$ cat src/rtl/pipe_hazard_ctrl.sv
// Hazard/sequencing controller for the 5-stage miniRV pipeline: stall, flush and freeze
// controls, registered EX forwarding selects, and stall/flush performance counters.
module pipe_hazard_ctrl #(
  parameter bit          FWD_EN = 1'b1,
  parameter int unsigned CNT_W  = 32
) (
  input  logic             cpu_clk,
  input  logic             cpu_rst,
  input  logic             id_valid,
  input  logic [4:0]       id_rR1,
  input  logic             id_re1,
  input  logic [4:0]       id_rR2,
  input  logic             id_re2,
  input  logic [4:0]       id_wR,
  input  logic             id_rf_we,
  input  logic             id_is_load,
  input  logic             ex_branch_taken,
  input  logic             mem_busy,
  output logic             pc_stall,
  output logic             if_id_stall,
  output logic             if_id_flush,
  output logic             id_ex_flush,
  output logic             pipe_freeze,
  output logic [1:0]       fwd_sel_A,
  output logic [1:0]       fwd_sel_B,
  output logic [CNT_W-1:0] stall_cnt,
  output logic [CNT_W-1:0] flush_cnt
);

  typedef struct packed {
    logic       valid;
    logic [4:0] wr;
    logic       we;
    logic       ld;
  } sb_t;

  sb_t              r_ex, r_mem, r_wb;
  logic [1:0]       r_fwd_a, r_fwd_b;
  logic [CNT_W-1:0] r_stall_cnt, r_flush_cnt;

  logic       w_hit_ex, w_hit_mem, w_hit_wb;
  logic       w_luse, w_raw, w_hazard, w_bubble;
  logic [1:0] w_fwd_a_d, w_fwd_b_d;

  function automatic logic hit(input sb_t s, input logic [4:0] r, input logic re);
    return re & s.valid & s.we & (s.wr == r) & (r != 5'd0);
  endfunction

  // Priority EX > MEM > WB, judged one edge before the consumer sits in EX.
  function automatic logic [1:0] fwd_src(input sb_t ex, input sb_t mem, input sb_t wb,
                                         input logic [4:0] r, input logic re);
    if (hit(ex, r, re) && !ex.ld) return 2'b01;
    else if (hit(mem, r, re))     return 2'b10;
    else if (hit(wb, r, re))      return 2'b11;
    else                          return 2'b00;
  endfunction

  assign w_hit_ex  = hit(r_ex, id_rR1, id_re1) | hit(r_ex, id_rR2, id_re2);
  assign w_hit_mem = hit(r_mem, id_rR1, id_re1) | hit(r_mem, id_rR2, id_re2);
  assign w_hit_wb  = hit(r_wb, id_rR1, id_re1) | hit(r_wb, id_rR2, id_re2);
  assign w_luse    = id_valid & r_ex.ld & w_hit_ex;
  assign w_raw     = id_valid & (w_hit_ex | w_hit_mem | w_hit_wb);
  assign w_hazard  = FWD_EN ? w_luse : w_raw;
  assign w_bubble  = ex_branch_taken | w_hazard;

  assign w_fwd_a_d = (FWD_EN && id_valid && !w_bubble) ?
                     fwd_src(r_ex, r_mem, r_wb, id_rR1, id_re1) : 2'b00;
  assign w_fwd_b_d = (FWD_EN && id_valid && !w_bubble) ?
                     fwd_src(r_ex, r_mem, r_wb, id_rR2, id_re2) : 2'b00;

  // A taken branch outranks a stall: the redirect discards the stalled instruction.
  always_comb begin
    pc_stall    = 1'b0;
    if_id_stall = 1'b0;
    if_id_flush = 1'b0;
    id_ex_flush = 1'b0;
    pipe_freeze = 1'b0;
    if (!cpu_rst) begin
      if (mem_busy) begin
        pc_stall    = 1'b1;
        if_id_stall = 1'b1;
        pipe_freeze = 1'b1;
      end else if (ex_branch_taken) begin
        if_id_flush = 1'b1;
        id_ex_flush = 1'b1;
      end else if (w_hazard) begin
        pc_stall    = 1'b1;
        if_id_stall = 1'b1;
        id_ex_flush = 1'b1;
      end
    end
  end

  always_ff @(posedge cpu_clk) begin
    if (cpu_rst) begin
      r_ex        <= '0;
      r_mem       <= '0;
      r_wb        <= '0;
      r_fwd_a     <= 2'b00;
      r_fwd_b     <= 2'b00;
      r_stall_cnt <= '0;
      r_flush_cnt <= '0;
    end else if (!mem_busy) begin
      r_wb    <= r_mem;
      r_mem   <= r_ex;
      r_ex    <= w_bubble ? '0 : {id_valid, id_wR, id_rf_we, id_is_load};
      r_fwd_a <= w_fwd_a_d;
      r_fwd_b <= w_fwd_b_d;
      if (ex_branch_taken) r_flush_cnt <= r_flush_cnt + {{(CNT_W-1){1'b0}}, 1'b1};
      else if (w_hazard)   r_stall_cnt <= r_stall_cnt + {{(CNT_W-1){1'b0}}, 1'b1};
    end
  end

  assign fwd_sel_A = r_fwd_a;
  assign fwd_sel_B = r_fwd_b;
  assign stall_cnt = r_stall_cnt;
  assign flush_cnt = r_flush_cnt;

endmodule
$ cat config.mk
export PLATFORM = sky130hd
export DESIGN_NAME = pipe_hazard_ctrl
export DESIGN_NICKNAME = d
export VERILOG_FILES = /design/src/rtl/pipe_hazard_ctrl.sv
export SDC_FILE = /design/constraint.sdc
export NUM_CORES = 1
export LEC_CHECK = 0
export CORE_MARGIN = 2
export CORE_UTILIZATION = 35
export CTS_BUF_LIST = sky130_fd_sc_hd__clkbuf_16
export CTS_CLUSTER_SIZE = 8
export DETAILED_ROUTE_END_ITERATION = 12
export GPL_TIMING_DRIVEN = 0
export HOLD_SLACK_MARGIN = 0.06
export PLACE_DENSITY = 0.56
export SETUP_SLACK_MARGIN = 0.2
export SYNTH_ARGS = -nofsm -noshare
export SYNTH_HDL_FRONTEND = slang
export SYNTH_SLANG_ARGS = --single-unit
export TNS_END_PERCENT = 20
$ cat constraint.sdc
create_clock -name cpu_clk -period 3.04 [get_ports cpu_clk]
set_input_delay 0.608 -clock cpu_clk [delete_from_list [all_inputs] [get_ports cpu_clk]]
set_output_delay 0.608 -clock cpu_clk [all_outputs]
set_load 0.02 [all_outputs]
# ---- Word level (Yosys, flattened, before mapping)
# Index checks and enable logic that the tools add are counted.
dict set report op_classes {
  n_addsub 2
  n_eq_ne 6
  muxes 21
  bitwise 30
  n_reduce_logical 9
}
# operator count
set op_table {}
lappend op_table {{32-bit by 1-bit adder with 32-bit output, second input constant} 2}
lappend op_table {{5-bit == test} 6}
lappend op_table {{1-bit bitwise AND} 26}
lappend op_table {{2-bit two-way mux} 8}
lappend op_table {{1-bit two-way mux} 12}
lappend op_table {{5-bit nonzero test} 2}
lappend op_table {{8-bit two-way mux} 1}
lappend op_table {{1-bit logical AND} 3}
lappend op_table {{3-bit AND reduction} 1}
lappend op_table {{1-bit logical NOT} 2}
lappend op_table {{1-bit NOT} 2}
lappend op_table {{1-bit OR} 2}
lappend op_table {{2-bit AND reduction} 1}
dict set report totals {
  reg_bits 90
  inputBits 24
  word_cells 82
}

# ---- Longest topological paths before layout
# Gate-level depths: netlist (run 1).
dict set report depth {
  ltp_word 10
  depth_mapped 8
  mapped_depth_nobuf 6
}

# ---- Worst setup path before layout (run 1)
# OpenSTA, ideal clock, no wires.
dict set report synth_timing {
  kind {in2out}
  from {input id_rR2[2]}
  to {output pc_stall}
  arrival_time_ps 2588
  path_slack_ps -156
  cell_stages 7
  path_cell_list {xnor2_1 > nand4_1 > o32ai_1 > clkbuf_1 > nand2_1 > o31ai_1 > buf_4}
}
dict set report synth_via {
  elab_chain_cells 9
  word_cells_on_any_way 10
  cone_classes {eq/ne (1); mux (4); bitwise (4); reduce/logical (1)}
}
# item line
set synth_lines {}
lappend synth_lines {{start, declared} 12} ;# input logic [4:0] id_rR2,
lappend synth_lines {{5-bit == test} 46} ;# return re & s.valid & s.we & (s.wr == r) & (r != 5'd0);
lappend synth_lines {{1-bit bitwise AND} 46}
lappend synth_lines {{1-bit bitwise AND *} 46}
lappend synth_lines {{1-bit OR *} 58} ;# assign w_hit_ex = hit(r_ex, id_rR1, id_re1) | hit(r_ex, id_rR2, id_re2);
lappend synth_lines {{1-bit bitwise AND *} 61} ;# assign w_luse = id_valid & r_ex.ld & w_hit_ex;
lappend synth_lines {{1-bit two-way mux * (4 in series)} -}
lappend synth_lines {{end, declared} 19} ;# output logic pc_stall,
# Every way passes the cells marked *; elsewhere a longest branch is shown, timed or not.

# ---- Worst setup path in the final report (run 1)
dict set report layout_timing {
  from {input id_rR2[4]}
  to {output id_ex_flush}
}
dict set report layout_via {
  elab_chain_cells 9
  word_cells_on_any_way 10
  cone_classes {eq/ne (1); mux (4); bitwise (4); reduce/logical (1)}
}
# item line
set layout_lines {}
lappend layout_lines {{5-bit == test} 46}
lappend layout_lines {{1-bit bitwise AND} 46}
lappend layout_lines {{1-bit bitwise AND *} 46}
lappend layout_lines {{1-bit OR *} 58}
lappend layout_lines {{1-bit bitwise AND *} 61}
lappend layout_lines {{1-bit two-way mux *} 86} ;# end else if (w_hazard) begin
lappend layout_lines {{1-bit two-way mux *} 83} ;# end else if (ex_branch_taken) begin
lappend layout_lines {{1-bit two-way mux *} 79} ;# if (mem_busy) begin
lappend layout_lines {{1-bit two-way mux *} 78} ;# if (!cpu_rst) begin
lappend layout_lines {{end, declared} 22} ;# output logic id_ex_flush,
# Marks and branches as above.

==> summary.md, run 1 <==
| Metric | Value |
|---|---|
| CTS max path bufs | `2` |
| DIE WIDTH | `about 120 µm` |
| Fraction of layout cells with a size suffix above 1 | `13.4%` |
| Num CTS Buffers | `9` |
| Tot GR Track Use | `18.9%` |
| Top cells by area, synth | `dfxtp_1 39%, xnor2_1 7.9%, nor2_1 6.2%` |
| Post-synth ARST share | `0%` |
| Worst setup SP type | `primary input` |
| Core occupancy in the finished layout | `48.2%` |
| Final setup violation count | `0` |
| DR pass1 iterations | `4` |
| Post-synth top flop | `dfxtp_1` |
| RSZ-0062 raised after global routing | `yes` |
| Slew margin rel. | `49.2%` |
| Synth Net Count | `566` |
| Sequential share of the synthesized area | `38.8%` |
| Synth top area share | `38.8%` |
| HP Class | `reg2reg` |
| Final TNS setup | `0 ns` |
| Distinct cell type count of the synthesized netlist | `44` |
| Total Nets Final | `685` |
| # clock sinks | `90` |
| PortBufs | `95` |
| VDD IR max | `0.203 mV` |
| Routed Antenna Nets | `0` |
| Routed length per placed instance | `15.9 µm` |
| Cell Pwr Density | `379 nW/µm²` |
| First-pass GRT wire length | `21400 µm` |
| Diodes inserted | `0` |
| CTS Hold Bufs | `0` |
| Antenna violations before repair | `0` |
| Placer Congestion | `0.858` |
| Mean Syn Cell Area | `roughly 8.6 µm²` |
| CTS tree | `yes` |
| # fillers | `~1300` |
| Placed wire-length estimate | `9690 µm` |
| Most frequent cells after synthesis | `90 x dfxtp_1, 77 x nor2_1, 42 x xnor2_1, 34 x nor2b_1, 28 x nand2_1` |
| Core Area | `13100 µm²` |
| Worst skew pair latency | `~0.35 ns` |
| Leak Pwr | `2.23 nW` |
| Total Power | `2.39 mW` |
| WL final | `13300 µm` |
| Fmax | `354 MHz` |
| Die area | `14200 µm²` |
| Tcrit/Tclk final | `93.0%` |
| Crit-path max FO | `4` |
| Cell taking the most area after synthesis | `dfxtp_1` |
| YS warnings | `0` |
| Initial Util | `35.5%` |
| Syn Inst Count | `between 500 and 600` |
| Vias per cell | `around 5.2` |
| Kind of critical path | `in2out` |
| Critical Path RT | `2.43 ns` |
| Actual slew at the worst max-slew pin | `0.757 ns` |
| Non-Filler Cell Area, Final | `6310 µm²` |
| Grt total ovfl | `0` |
| IO Pins | `97` |
| Fin. max-slew vios | `0` |
| H-Tree Depth | `3` |
| Final Hold Viols | `0` |
| Yosys reg bits | `90` |
| Root buffer cell | `clkbuf_16` |
| Vias in the first global route | `about 4300` |
| Placed instance area | `just under 6000 µm²` |
| Largest net degree at the start of global routing | `14` |
| Die Ht | `119 µm` |
| Vias | `between 4000 and 5000` |
| CP arrival | `2.22 ns` |
| Status | `finished, final reports clean` |
| Layout Skew | `0.00496 ns` |
| Mapped Area | `between 4000 and 5000 µm²` |
| Post-synth EDFFs | `0` |
| # DRC | `0` |
| Iteration-0 DRC Markers | `195` |
| Critical Path End Type | `output pin` |
| Area growth, synth to finish | `35.7%` |
| Dominant cell by count in the synthesized netlist | `dfxtp_1` |
| CTS clk-pin slew, worst paths | `0.06 ns` |
| Max-cap violations | `0` |
| Row count | `42` |
| Tmin final | `about 2.8 ns` |
==> metrics by stage <==
stage | std cells | hold WS, ns | setup WS (ns)
2_1_floorplan | 540 | 0.430 | 0.158
3_3_place_gp | 811 | 0.433 | -1.42
3_5_place_dp | 811 | 0.443 | -1.41
4_1_cts | 836 | 0.458 | 0.167
5_1_grt | 839 | 0.500 | 0.0709
6_report | 839 | 0.452 | 0.212
==> routing by layer <==
layer / vias to the layer above / wire [µm] / GRT usage [%]
met1: 2088 / 6150 / 24.3
met5: - / 0 / 0
li1: 2143 / - / -
met4: 0 / 415 / 10.2
met3: 32 / 453 / 2.87
met2: 112 / 6310 / 30.5
==> worst max-delay path: stages <==
cell and delay, ns:
buf_2 0.14, xnor2_2 0.19, nand4_1 0.16, o32ai_2 0.31
buf_4 0.20, nand2_8 0.06, buf_4 0.15, a211oi_4 0.23
buf_6 0.16
==> cells by family (layout without fill, tap and decap cells) <==
kind of cell | count (synthesis) | after routing | synth area share [%]
AOI/OAI and AO/OA | 44 | 44 | 5.97
xor gates and xnor gates | 50 | 50 | 9.42
adders and majority gates | 2 | 2 | 0.538
buffers and inverters | 36 | 159 | 3.61
DFF | 90 | 90 | 38.8
muxes | 44 | 44 | 10.3
and+or+nand+nor | 274 | 274 | 31.5
==> state kept, by name, indices dropped and copies added (netlist names) <==
register and flops:
r_wb 7, stall_cnt 32, flush_cnt 32, fwd_sel_B 2, r_ex 8, r_mem 7
fwd_sel_A 2
==> what timing repair did <==
item / 4_1_cts / 5_1_grt
hold endpoints to repair: 0 / 0
setup buffers: 10 / 3
gates resized for setup: 95 / 10
endpoints found under the setup margin: 15 / 11
pin swaps: 13 / 9
==> cells in the final DEF (no fill, tap or decap), types with 2 or more instances in the layout <==
cell             Yosys  routed
clkdlybuf4s50_1      0      78
nand2b_1             4       4
clkbuf_1            14      11
clkbuf_16            0       9
buf_1                5       3
or4_1                6       4
xnor2_1             42      36
nand2_1             28      27
or3_1               13      13
xnor2_2              0       6
ha_1                 2       2
and4_1               8       8
and2_1               6       5
or4_4                1       3
buf_2                2       9
clkinv_1             0       2
xor2_1               8       8
dfxtp_1             90      86
mux2_1              15      15
o21ai_1              2       2
mux2_2              14      14
o31ai_1              3       2
dfxtp_2              0       3
buf_4                4      20
nand3_1             27      27
inv_1                9      11
nor3_1              18      18
nor2b_1             34      33
buf_6                2       8
a32o_1               7       7
dlygate4sd2_1        0       4
nand4_1             24      24
a21oi_1             12      12
mux2i_1             15      15
o21ai_0             16      16
nor2_1              77      76
nor4_1              15      15
and3_1               5       5
==> path summary, 6_finish.rpt <==
path | from | endpoint | slack [ns] | cells past startpoint
max | id_rR2[4] | id_ex_flush | 0.21 | 9
min | fwd_sel_A[1] | fwd_sel_A[1] | 0.45 | 2
max reg2reg | r_ex[6] | stall_cnt[30] | 0.63 | 8
min reg2reg | fwd_sel_A[1] | fwd_sel_A[1] | 0.45 | 2
==> power breakdown <==
group | internal [mW] | switching [mW]
sequential | 1.19 | 0.0120
clock | 0.536 | 0.457
combinational | 0.0888 | 0.111
total | 1.81 | 0.580
==> layout make-up <==
type / instances / area (µm²) / area share, %
Buffer: 27 / 154 / 2.44
Clock buffer: 9 / 225 / 3.57
Clock inverter: 6 / 27.5 / 0.436
Inverter: 9 / 33.8 / 0.536
Multi-Input combinational cell: 414 / 2820 / 44.7
Sequential cell: 90 / 1810 / 28.7
Tap cell: 176 / 220 / 3.49
Timing Repair Buffer: 108 / 1020 / 16.1
Power figures use the tool's default switching activity.
==> run 2, diff against run 1 <==
Settings changed: CORE_MARGIN 2 to 4, CTS_CLUSTER_SIZE 8 to default.
==> summary.md, run 2 (synthesis gave the netlist of run 1 again) <==
| Metric | Value |
|---|---|
| IO Pins | `97` |
| Actual slew at the worst max-slew pin | `0.763 ns` |
| WL final | `around 14000 µm` |
| Routed length per placed instance | `16.5 µm` |
| Vias in the first global route | `between 4000 and 5000` |
| Fin. max-slew vios | `0` |
| PortBufs | `95` |
| CP peak stage delay | `approximately 0.6 ns` |
| CTS tree | `yes` |
| Layout Skew | `0.00570 ns` |
| # DRC | `0` |
| R2R Setup Slk | `~0.30 ns` |
| Final setup violation count | `0` |
| Leak Pwr | `2.33 nW` |
| Iteration-0 DRC Markers | `249` |
| CP arrival | `roughly 2.2 ns` |
| Critical Path RT | `2.43 ns` |
| CTS Hold Bufs | `0` |
| HP Class | `reg2reg` |
| DIE WIDTH | `123 µm` |
| CTS max path bufs | `2` |
| Worst path cell trace | `buf_2 -> or4_4 -> nor2_4 -> o32ai_2 -> buf_4 -> nand2_8 -> o31ai_4 -> buf_4 -> buf_6` |
| Diodes inserted | `0` |
| Num CTS Buffers | `9` |
| Slew margin rel. | `48.7%` |
| Most frequent cells in the layout | `87 x dfxtp_1, 77 x clkdlybuf4s50_1, 76 x nor2_1, 35 x xnor2_1, 33 x nor2b_1` |
| Total Nets Final | `697` |
| Tot GR Track Use | `18.2%` |
| Final Hold Viols | `0` |
| Status | `finished, final reports clean` |
| Grt total ovfl | `0` |
| Die area | `15200 µm²` |
| Routed Antenna Nets | `0` |
| Core Area | `12800 µm²` |
| Initial Util | `36.3%` |
| Max-cap violations | `0` |
| Commonest non-fill, non-tap cell in the layout | `dfxtp_1` |
| Core occupancy in the finished layout | `50.3%` |
| Area growth, synth to finish | `38.6%` |
| First-pass GRT wire length | `~22000 µm` |
| WL met2 | `between 6000 and 7000 µm` |
| DR pass1 iterations | `4` |
| RSZ-0062 raised after global routing | `yes` |
| VDD IR max | `0.257 mV` |
| Vias per cell | `5.24` |
| Vias | `4443` |
| H-Tree Depth | `3` |
| Largest net degree at the start of global routing | `15` |
| Total Power | `2.61 mW` |
| Kind of critical path | `in2out` |
| Highest metal used | `met4` |
| Worst setup SP type | `primary input` |
| CTS clk-pin slew, worst paths | `around 0.060 ns` |
| Fmax | `351 MHz` |
| Tmin final | `2.85 ns` |
| Worst skew pair latency | `0.34 ns` |
| Cell Pwr Density | `405 nW/µm²` |
| # clock sinks | `90` |
| Crit-path max FO | `6` |
| Crit-path slowest cell | `or4_4` |
| Cell mode on critical path | `buf_4` |
| Routed length on met3 | `610 µm` |
| Die Ht | `123 µm` |
| Row count | `41` |
| Critical Path End Type | `output pin` |
| Layout Cells excl Fill | `~850` |
| Antenna violations before repair | `0` |
| Placed Cells | `roughly 810` |
| DRT met1 WL | `6340 µm` |
| Final TNS setup | `0 ns` |
| Tcrit/Tclk final | `93.7%` |
| Placer Congestion | `between 0.8 and 0.9` |
| Fraction of layout cells with a size suffix above 1 | `15.4%` |
| Root buffer cell | `clkbuf_16` |
| Placed wire-length estimate | `between 9000 and 10000 µm` |
==> run 2: cell types whose count changed in the layout (fill, tap and decap cells not counted), sizes merged <==
cell	before	now
buf	40	49
clkbuf	21	25
dlymetal6s2s	0	3
bufinv	0	2
dlygate4sd2	4	2
clkdlybuf4s15	1	0
clkdlybuf4s50	78	77
inv	11	10
==> run 2: critical path, delay by kind of cell <==
kind / cells / cell delay, ns
buffers and inverters: 4 / 0.60
AND/OR/NAND/NOR: 3 / 0.84
AO/OA/AOI/OAI: 2 / 0.18
==> run 2: final cells by class <==
type,instances,area [µm²]
Fill cell,1258,6380
Multi-Input combinational cell,414,2830
Sequential cell,90,1810
Timing Repair Buffer,120,1090
Clock buffer,9,225
Tap cell,172,215
Buffer,27,154
Clock inverter,7,85.1
Inverter,9,33.8
==> run 2: worst paths after layout <==
check                  to    startpoint  cells after the start
max              pc_stall     id_rR2[0]                      9
min          fwd_sel_A[0]  fwd_sel_A[0]                      2
max reg2reg  fwd_sel_B[0]       r_ex[2]                     19
min reg2reg  fwd_sel_A[0]  fwd_sel_A[0]                      2
==> run 2: stage by stage <==
step / cell area [µm²] / hold WS, ns / setup slack (ns)
floorplan: 4670 / 0.430 / 0.158
finish: 6450 / 0.468 / 0.192
CTS: 6320 / 0.468 / 0.0809
detailed placement: 5830 / 0.452 / -1.34
global route: 6450 / 0.501 / 0.112
global placement: 5830 / 0.442 / -1.34
==> run 2: power breakdown <==
group	total, mW	leakage (nW)	internal [mW]	switching, mW
Clock	1.18	0.154	0.712	0.473
Sequential	1.20	0.727	1.19	0.0131
Combinational	0.225	1.45	0.105	0.119
Total	2.61	2.33	2.01	0.605
==> run 2: metal layers <==
metal | up-vias | global-route usage [%]
met2 | 104 | 29.3
met5 | - | 0
met4 | 0 | 8.65
met3 | 27 | 2.97
li1 | 2170 | -
met1 | 2142 | 23.9
==> run 2: timing repair <==
item | 4_1_cts | 5_1_grt
endpoints found under the hold margin | 0 | 0
resized for setup | 59 | 42
buffers inserted | 16 | 9
pin swaps | 7 | 13
endpoints found under the setup margin | 13 | 20
==> run 3, diff against run 2 <==
Settings changed: ABC_CLOCK_PERIOD_IN_PS from default to 3040, CAP_MARGIN from default to 20.
==> results of run 3 <==
The final DEF is identical to that of run 2; final timing and power are the same.
